### src/rtl/dvs_event_buffered_bus_writer_if.sv
// Handshake and status bundle between the event source/bus arbiter side and the buffered writer.
// master drives events, grants and clears; slave returns the bus write and occupancy/drop statistics.
interface dvs_event_buffered_bus_writer_if #(
  parameter int EVENT_BITS    = 32,
  parameter int BUF_DEPTH     = 4,
  parameter int DROP_CNT_BITS = 16
);
  localparam int CNT_W = $clog2(BUF_DEPTH) + 1;

  logic                     in_valid;
  logic [EVENT_BITS-1:0]    in_event;
  logic                     in_filtered;
  logic                     fifo_grant;
  logic                     clr_stats;
  logic                     fifo_req;
  logic                     fifo_wr_en;
  logic [EVENT_BITS-1:0]    fifo_event;
  logic [CNT_W-1:0]         buf_count;
  logic [DROP_CNT_BITS-1:0] drop_count;
  logic                     overflow;

  modport master (
    output in_valid, in_event, in_filtered, fifo_grant, clr_stats,
    input  fifo_req, fifo_wr_en, fifo_event, buf_count, drop_count, overflow
  );

  modport slave (
    input  in_valid, in_event, in_filtered, fifo_grant, clr_stats,
    output fifo_req, fifo_wr_en, fifo_event, buf_count, drop_count, overflow
  );
endinterface

### src/rtl/dvs_event_buffered_bus_writer.sv
// Queues unfiltered DVS events in a BUF_DEPTH circular buffer and writes them to the shared FIFO bus.
// Write strobe is registered one cycle after grant; a full buffer drops new events and counts them.
module dvs_event_buffered_bus_writer #(
  parameter int EVENT_BITS    = 32,
  parameter int BUF_DEPTH     = 4,
  parameter int DROP_CNT_BITS = 16
) (
  input logic clk,
  input logic rst,
  dvs_event_buffered_bus_writer_if.slave bus
);
  localparam int PTR_W = $clog2(BUF_DEPTH);
  localparam int CNT_W = PTR_W + 1;

  logic [EVENT_BITS-1:0]    r_buf [BUF_DEPTH];
  logic [PTR_W-1:0]         r_wr_ptr;
  logic [PTR_W-1:0]         r_rd_ptr;
  logic [CNT_W-1:0]         r_count;
  logic                     r_wr_en;
  logic [EVENT_BITS-1:0]    r_event;
  logic [DROP_CNT_BITS-1:0] r_drop;
  logic                     r_ovf;

  logic w_pop;
  logic w_push_req;
  logic w_full;
  logic w_push_acc;
  logic w_drop;
  logic w_drop_sat;

  assign w_pop      = bus.fifo_grant && (r_count != '0);
  assign w_push_req = bus.in_valid && !bus.in_filtered;
  assign w_full     = (r_count == CNT_W'(BUF_DEPTH));
  // A full buffer still accepts when the same cycle frees a slot.
  assign w_push_acc = w_push_req && (!w_full || w_pop);
  assign w_drop     = w_push_req && w_full && !w_pop;
  assign w_drop_sat = &r_drop;

  always_ff @(posedge clk) begin
    if (w_push_acc) begin
      r_buf[r_wr_ptr] <= bus.in_event;
    end
  end

  always_ff @(posedge clk or posedge rst) begin
    if (rst) begin
      r_wr_ptr <= '0;
      r_rd_ptr <= '0;
      r_count  <= '0;
      r_wr_en  <= 1'b0;
      r_event  <= '0;
      r_drop   <= '0;
      r_ovf    <= 1'b0;
    end else begin
      if (w_push_acc) begin
        r_wr_ptr <= r_wr_ptr + PTR_W'(1);
      end
      if (w_pop) begin
        r_rd_ptr <= r_rd_ptr + PTR_W'(1);
        r_event  <= r_buf[r_rd_ptr];
      end
      r_wr_en <= w_pop;
      r_count <= r_count + CNT_W'(w_push_acc) - CNT_W'(w_pop);

      // A drop coinciding with a clear survives as the first post-clear drop.
      if (bus.clr_stats) begin
        r_drop <= w_drop ? DROP_CNT_BITS'(1) : '0;
        r_ovf  <= w_drop;
      end else if (w_drop) begin
        r_ovf <= 1'b1;
        if (!w_drop_sat) begin
          r_drop <= r_drop + DROP_CNT_BITS'(1);
        end
      end
    end
  end

  assign bus.fifo_req   = (r_count != '0);
  assign bus.fifo_wr_en = r_wr_en;
  assign bus.fifo_event = r_event;
  assign bus.buf_count  = r_count;
  assign bus.drop_count = r_drop;
  assign bus.overflow   = r_ovf;
endmodule

### src/flat_wrapper.sv
// flat-port wrapper written by rule: the top's interface ports become plain ports
module dvs_event_buffered_bus_writer_flat 
#(
  parameter int EVENT_BITS    = 32,
  parameter int BUF_DEPTH     = 4,
  parameter int DROP_CNT_BITS = 16
)
  (clk, rst, bus_in_valid, bus_in_event, bus_in_filtered, bus_fifo_grant, bus_clr_stats, bus_fifo_req, bus_fifo_wr_en, bus_fifo_event, bus_buf_count, bus_drop_count, bus_overflow);
  dvs_event_buffered_bus_writer_if #(.EVENT_BITS(EVENT_BITS), .BUF_DEPTH(BUF_DEPTH), .DROP_CNT_BITS(DROP_CNT_BITS)) bus_i ();
  input logic clk;
  input logic rst;
  input wire logic [$bits(bus_i.in_valid)-1:0] bus_in_valid;
  input wire logic [$bits(bus_i.in_event)-1:0] bus_in_event;
  input wire logic [$bits(bus_i.in_filtered)-1:0] bus_in_filtered;
  input wire logic [$bits(bus_i.fifo_grant)-1:0] bus_fifo_grant;
  input wire logic [$bits(bus_i.clr_stats)-1:0] bus_clr_stats;
  output wire logic [$bits(bus_i.fifo_req)-1:0] bus_fifo_req;
  output wire logic [$bits(bus_i.fifo_wr_en)-1:0] bus_fifo_wr_en;
  output wire logic [$bits(bus_i.fifo_event)-1:0] bus_fifo_event;
  output wire logic [$bits(bus_i.buf_count)-1:0] bus_buf_count;
  output wire logic [$bits(bus_i.drop_count)-1:0] bus_drop_count;
  output wire logic [$bits(bus_i.overflow)-1:0] bus_overflow;
  assign bus_i.in_valid = bus_in_valid;
  assign bus_i.in_event = bus_in_event;
  assign bus_i.in_filtered = bus_in_filtered;
  assign bus_i.fifo_grant = bus_fifo_grant;
  assign bus_i.clr_stats = bus_clr_stats;
  assign bus_fifo_req = bus_i.fifo_req;
  assign bus_fifo_wr_en = bus_i.fifo_wr_en;
  assign bus_fifo_event = bus_i.fifo_event;
  assign bus_buf_count = bus_i.buf_count;
  assign bus_drop_count = bus_i.drop_count;
  assign bus_overflow = bus_i.overflow;
  dvs_event_buffered_bus_writer #(.EVENT_BITS(EVENT_BITS), .BUF_DEPTH(BUF_DEPTH), .DROP_CNT_BITS(DROP_CNT_BITS)) u_core (.clk(clk), .rst(rst), .bus(bus_i));
endmodule
### config.mk
export PLATFORM = sky130hd
export DESIGN_NAME = dvs_event_buffered_bus_writer_flat
export DESIGN_NICKNAME = d
export VERILOG_FILES = /design/src/rtl/dvs_event_buffered_bus_writer_if.sv /design/src/rtl/dvs_event_buffered_bus_writer.sv /design/src/flat_wrapper.sv
export SDC_FILE = /design/constraint.sdc
export NUM_CORES = 1
export LEC_CHECK = 0
export BUFFER_PORTS_ARGS = -buffer_cell sky130_fd_sc_hd__buf_2
export CAP_MARGIN = 20
export CORE_MARGIN = 10
export CORE_UTILIZATION = 37
export CTS_BUF_LIST = sky130_fd_sc_hd__clkbuf_4 sky130_fd_sc_hd__clkbuf_8
export CTS_CLUSTER_DIAMETER = 200
export CTS_CLUSTER_SIZE = 24
export DETAILED_ROUTE_END_ITERATION = 8
export HOLD_SLACK_MARGIN = 0.03
export PLACE_DENSITY = 0.67
export SLEW_MARGIN = 20
export SYNTH_ARGS = -nofsm -noshare
export SYNTH_HDL_FRONTEND = slang
export SYNTH_SLANG_ARGS = --single-unit
### constraint.sdc
create_clock -name clk -period 3.5 [get_ports clk]
set_input_delay 0.35 -clock clk [delete_from_list [all_inputs] [get_ports clk]]
set_output_delay 0.35 -clock clk [all_outputs]
set_load 0.02 [all_outputs]
==> results of run 1 <==
==> cell families after synthesis <==
family / share of synthesized area (%)
compound gates: 2.46
xor+xnor: 0.608
fa+ha+maj: 1.49
buf+inv: 1.63
flops: 73.1
mux: 15.3
simple gates: 5.40
==> worst max-delay path, delay by kind of cell, from the launching register on <==
family                   cells  cell delay [ps]
AND/OR/NAND/NOR              2              630
buffers and inverters        1               40
adder cells (fa/ha/maj)      3              840
XOR/XNOR                     2              290
flip-flops                   1              460
==> path summary, 6_finish.rpt <==
kind / from / endpoint / depth (start not counted)
hold reg to reg: u_core.bus.fifo_event[3] / u_core.bus.fifo_event[3] / 1
min in group clk: bus_in_event[20] / u_core.r_buf[1][20] / 1
setup reg to reg: u_core.bus.buf_count[1] / u_core.bus.buf_count[2] / 8
hold / removal: rst / u_core.bus.drop_count[12] / 2
setup / recovery: u_core.bus.buf_count[1] / u_core.bus.buf_count[2] / 8
max in group asynchronous: rst / u_core.bus.fifo_event[24] / 3
==> placed cells by master, fill, tap and decap left out, drive strengths merged, types with 4 or more instances in the layout <==
master	n
mux4	32
o31ai	10
inv	15
nor4	5
a21oi	12
nand4	5
buf	95
edfxtp	128
mux2	34
clkbuf	18
nor2b	5
or3	4
dfrtp	57
nand2	10
clkinv	7
or4	10
o21ai	5
and2	7
nand3	7
ha	7
==> cell usage after synthesis, drive strengths merged <==
library cell / count / area (um^2)
o31a: 1 / 8.76
nor2: 2 / 7.51
nand3b: 1 / 7.51
and2: 7 / 43.8
nor2b: 5 / 31.3
xor2: 2 / 17.5
dfrtp: 57 / 1430
nor4: 5 / 37.5
nand3: 7 / 35.0
o31ai: 10 / 75.1
nand4: 5 / 37.5
nor4b: 1 / 23.8
clkbuf: 10 / 37.5
nor3: 2 / 10.0
o21ai: 5 / 25.0
buf: 7 / 35.0
ha: 7 / 87.6
or3: 4 / 25.0
inv: 12 / 45.0
edfxtp: 128 / 3840
xnor2: 3 / 26.3
nand2: 10 / 37.5
mux4: 32 / 721
or4: 10 / 75.1
mux2: 34 / 383
o311ai: 1 / 8.76
and4: 2 / 17.5
fa: 1 / 20.0
a21oi: 12 / 60.1
==> cell type report <==
class | instances | share of cell area (%)
Multi-Input combinational cell | 169 | 21.9
Timing Repair Buffer | 95 | 5.82
Tap cell | 260 | 3.90
Inverter | 12 | 0.555
Sequential cell | 185 | 63.2
Clock inverter | 14 | 1.72
Clock buffer | 18 | 2.89
Antenna cell | 1 | 0.0300
==> per-stage QoR <==
stage / cell area, um^2 / util, % / instances / hold WS, ps / setup WS, ps
after floorplan: 7210 / - / 383 / 449 / 686
after global placement: 7960 / 42.0 / 721 / 488 / 1070
after detailed placement: 7960 / 42.0 / 721 / 491 / 963
after CTS: 8340 / 44.0 / 753 / 79.2 / 1140
after global routing: 8340 / 44.0 / 753 / 85.9 / 1010
final: 8350 / 44.0 / 754 / 28.7 / 1130
==> per-layer routing <==
layer / track usage [%] / share of wire, % / vias to the layer above
met4: 4.00 / 1.2 / 4
met2: 18.0 / 50 / 107
met1: 13.8 / 43 / 1895
met5: 0 / 0.11 / -
li1: - / - / 1707
met3: 3.54 / 5.5 / 15
==> flip-flops by register name, indices dropped and copies added (netlist names) <==
name                   flops
u_core.bus.fifo_event     32
u_core.r_rd_ptr            2
u_core.r_wr_ptr            2
u_core.bus.fifo_wr_en      1
u_core.r_buf             128
u_core.bus.overflow        1
u_core.bus.buf_count       3
u_core.bus.drop_count     16
==> where the power goes <==
part | switching, mW | internal [mW] | leakage, nW | total, mW
registers | 0.304 | 2.75 | 1.87 | 3.06
logic | 0.829 | 0.807 | 0.966 | 1.64
clock network | 0.735 | 0.645 | 0.197 | 1.38
total | 1.87 | 4.21 | 3.03 | 6.07
==> metrics.md, run 1 <==
| Metric | Value |
|---|---|
| Status | `finished, final reports clean` |
| Crit path top cell by count | `ha_1` |
| Clock Skew | `14.5 ps` |
| Clk sink count | `185` |
| Residual DRC | `0` |
| Initial DRC Count | `292` |
| Worst-Margin Slew | `approximately 1000 ps` |
| PortBufs | `91` |
| Setup TNS | `0 ps` |
| Area Growth Syn to Fin | `15.8%` |
| Worst-skew pair later-pin latency | `450 ps` |
| Count of pins over their slew limit | `0` |
| Total clock buffers created by CTS | `17` |
| RSZ-0062 raised after global routing | `no` |
| CP max-delay cell | `dfrtp_1` |
| First-pass GRT wire length | `approximately 22000 um` |
| Worst-path clk slew | `roughly 100 ps` |
| Post-DP HPWL | `between 9000 and 10000 um` |
| Max Cap Viol | `0` |
| CTS tree | `done` |
| Worst EP required | `3830 ps` |
| H-tree Lvls | `4` |
| Crit path kind | `reg2reg` |
| CP Cell Sequence | `or3_1 -> and2_2 -> ha_1 -> inv_1 -> ha_1 -> fa_1 -> xor2_1 -> xnor2_1` |
| R2r setup slk | `~1100 ps` |
| Gr usage total | `around 11%` |
| CP Capture Type | `register` |
| Largest net degree at the start of global routing | `47` |
| Initial antenna violation count | `2` |
| Total iterations of the first detailed-routing run | `4` |
| Worst Path Max Fanout | `5` |
| Final WL | `14200 um` |
| Seq cells post-synth | `185` |
| CTS Hold Bufs | `0` |
| Root Buffer | `clkbuf_8` |
| Detail Route Antenna Nets | `0` |
| DIE HEIGHT | `160 um` |
| Post-synthesis area per instance | `18.8 um^2` |
| # rows | `50` |
| Die area | `25500 um^2` |
| Final hold viol count | `0` |
| # Post-CTS Setup Buffers | `0` |
| Core area | `19000 um^2` |
| Initial core utilization | `38.0%` |
| Post-synth net total | `429` |
| CTS Buffer Depth | `2` |
| Distinct cells, synth | `31` |
| Fmax | `422 MHz` |
| Layout cells sized above 1 | `around two fifths` |
| Min-Delay Path Class | `in2async` |
| CP arrival | `2700 ps` |
| Max rail drop VDD | `0.460 mV` |
| WL per Instance | `18.8 um` |
| Ys Warns | `0` |
| Slew HR | `between 20% and 30%` |
| Via density | `4.94` |
| Final Setup Violations | `0` |
| Register area share after synthesis | `73.1%` |
| Final GP Congestion | `0.820` |
| # resized after CTS | `0` |
| Tot Pwr | `just over 6 mW` |
| Synth Instances | `383` |
| Via total after detailed routing | `3728` |
| Vias in the first global route | `3866` |
| Nets | `526` |
| Min cycle time layout | `2370 ps` |
| Die span in x | `approximately 160 um` |
| Crit path launch type | `register` |
| PD cells | `728 nW/um^2` |
| Fin crit share | `67.7%` |
| Top Ports | `92` |
| Mapped cell area | `7210 um^2` |
| Multi-input combinational cell area | `1830 um^2` |
| Pleak | `3.03 nW` |
| Fill count | `1658` |
| Crit-path max cell delay | `460 ps` |
| Total grt overflow | `0` |
| Storage cell area | `between 5000 and 6000 um^2` |
(Power assumes the default switching activity.)
==> run 2, diff against run 1 <==
- clock period: 3.5 -> 2.35 ns (I/O delays scaled with it)
==> run 2 against run 1 <==
  * First-iteration DRC count decreased by 17%
  * Clock skew is 4.0 ps higher
  * Clock-buffer cell count up 2
  * Core utilization up 2.9 points
  * Routed wire length up 5.7%
  * Via count rose by 7.9%
  * Cell count increased by 6.2%
  * Final area increased by 6.6%
  * Global-route usage grew 0.88 points
  * Clock power rose by 47%
  * Fmax increased by 6.7%
  * Total power grew 52%
==> metrics.md, run 2 (same netlist as run 1, synthesis figures left out) <==
| Metric | Value |
|---|---|
| Met2 routed WL | `7520 um` |
| Fin Hold WS | `approximately 180 ps` |
| Count of pins over their slew limit | `0` |
| Initial DRC Count | `~240` |
| Fin crit share | `94.5%` |
| Sequential share of power | `between 40% and 50%` |
| Total clock buffers created by CTS | `17` |
| Clock Skew | `18.5 ps` |
| Max rail drop VDD | `0.693 mV` |
| Post-placement cell count | `735` |
| Final GP Congestion | `around 0.77` |
| Detail Route Antenna Nets | `0` |
| Vias in the first global route | `4310` |
| Fmax | `450 MHz` |
| DIE HEIGHT | `160 um` |
| Initial antenna violation count | `1` |
| Die area | `~25000 um^2` |
| Pint | `roughly 6.4 mW` |
| P_sw | `2.89 mW` |
| Fill count | `1645` |
| Min-delay src | `bus_clr_stats` |
| Area Growth Syn to Fin | `23.4%` |
| Setup TNS | `0 ps` |
| Hold EP | `u_core.bus.drop_count[3]` |
| Worst Path Max Fanout | `5` |
| DP Area | `just over 8000 um^2` |
| Worst r2r dst | `u_core.bus.buf_count[2]` |
| CTS tree | `done` |
| CP arrival | `2560 ps` |
| Pre-CTS WS | `148 ps` |
| Gr usage total | `12.1%` |
| # Post-CTS Setup Buffers | `0` |
| Post-DP HPWL | `9920 um` |
| Top Ports | `92` |
| Min cycle time layout | `2220 ps` |
| Largest net degree at the start of global routing | `36` |
| Via density | `about 5.0` |
| DR top layer | `met4` |
| Total grt overflow | `0` |
| Routed length on met3 | `between 700 and 800 um` |
| Layout Cells excl Fill | `801` |
| Switching power share of the total | `31.2%` |
| Die span in x | `160 um` |
| Met1 wire length | `6500 um` |
| Worst-skew pair later-pin latency | `roughly 460 ps` |
| Initial core utilization | `38.0%` |
| Final Setup Violations | `0` |
| Total iterations of the first detailed-routing run | `4` |
| Nets | `573` |
| R2r setup slk | `130 ps` |
| Multi-input combinational cell area | `1860 um^2` |
| Core area | `19000 um^2` |
| Min-Delay Path Class | `in2reg` |
| Crit path kind | `reg2reg` |
| Max reg flops | `128` |
| Pleak | `about 3.3 nW` |
| # resized after CTS | `0` |
| Final WS setup | `around 130 ps` |
| Layout Cell Area excl Fill | `8900 um^2` |
| Commonest non-fill, non-tap cell in the layout | `edfxtp_1` |
| Most frequent cells in the layout | `edfxtp_1 (128), buf_2 (91), dfrtp_1 (53)` |
| Critical R2R Launch | `u_core.bus.buf_count[1]` |
| Via total after detailed routing | `4024` |
| PortBufs | `91` |
| Final hold viol count | `0` |
| Layout cells sized above 1 | `approximately 41%` |
| Final WL | `15000 um` |
| Worst r2r path cells | `8` |
| CP Capture Type | `register` |
| Clk pwr share | `a little over a fifth` |
| Hold-critical path depth | `2` |
| Gate power share | `30.2%` |
| # rows | `50` |
| Top reg by flops | `u_core.r_buf` |
| Crit path launch type | `register` |
| Slew HR | `58.0%` |
| Clk sink count | `185` |
| Root Buffer | `clkbuf_8` |
| Worst-Margin Slew | `630 ps` |
| WL per Instance | `about 19 um` |
| RSZ-0062 raised after global routing | `no` |
| PD cells | `about 1000 nW/um^2` |
| Worst-path clk slew | `100 ps` |
| CTS Buffer Depth | `2` |
| Storage cell area | `5280 um^2` |
| Worst EP required | `2680 ps` |
| H-tree Lvls | `4` |
| Max Cap Viol | `0` |
| Residual DRC | `0` |
| First-pass GRT wire length | `roughly 24000 um` |
| Status | `finished, final reports clean` |
run 2: power groups by stage:
stage	Clock [mW]	Combinational, mW	Sequential (mW)
3_3_place_gp	0	2.77	4.48
4_1_cts	2.09	2.90	4.45
5_1_grt	2.23	3.06	4.52
6_report	2.03	2.80	4.43
3_5_place_dp	0	2.84	4.52
2_1_floorplan	0	1.56	4.79
run 2: worst max-delay path by stage:
stage / from / to / slack [ps] / cells past startpoint
finish: u_core.bus.buf_count[1] / u_core.bus.buf_count[2] / 130 / 8
global route: u_core.bus.buf_count[1] / u_core.bus.buf_count[2] / 50 / 8
global placement: u_core.bus.buf_count[1] / u_core.bus.buf_count[2] / 210 / 8
CTS: u_core.bus.buf_count[1] / u_core.bus.buf_count[2] / 110 / 8
detailed placement: u_core.bus.buf_count[1] / u_core.bus.buf_count[2] / 150 / 8
floorplan: u_core.bus.buf_count[1] / u_core.bus.buf_count[2] / -170 / 10
run 2: final cells by class:
type,count,share of cell area [%]
clock buffer,20,2.95
inverter,12,0.506
timing repair buffer,142,11.3
antenna,1,0.0281
tap,260,3.66
clock inverter,12,1.29
sequential,185,59.3
multi-input combinational,169,20.9
run 2: layer usage:
layer	vias up	global-route usage [%]
met4	0	3.66
met1	2097	14.7
met3	15	3.80
li1	1814	-
met2	98	20.0
met5	-	0
run 2: critical path, stage by stage (launching register included):
cell	delay (ps)
dfrtp_2	460
or3_4	400
and2_4	160
ha_4	250
inv_2	40
ha_4	150
fa_2	350
xor2_1	160
xnor2_1	130
run 2: through the flow:
step / utilization (%) / total power [mW]
after floorplan: - / 6.34
after global placement: 43.2 / 7.25
after detailed placement: 43.2 / 7.36
after CTS: 46.9 / 9.44
after global routing: 46.9 / 9.80
final: 46.9 / 9.26
run 2: what timing repair did:
action,4_1_cts,5_1_grt
hold buffers,33,0
endpoints found under the hold margin,154,0
setup endpoints to repair,0,0
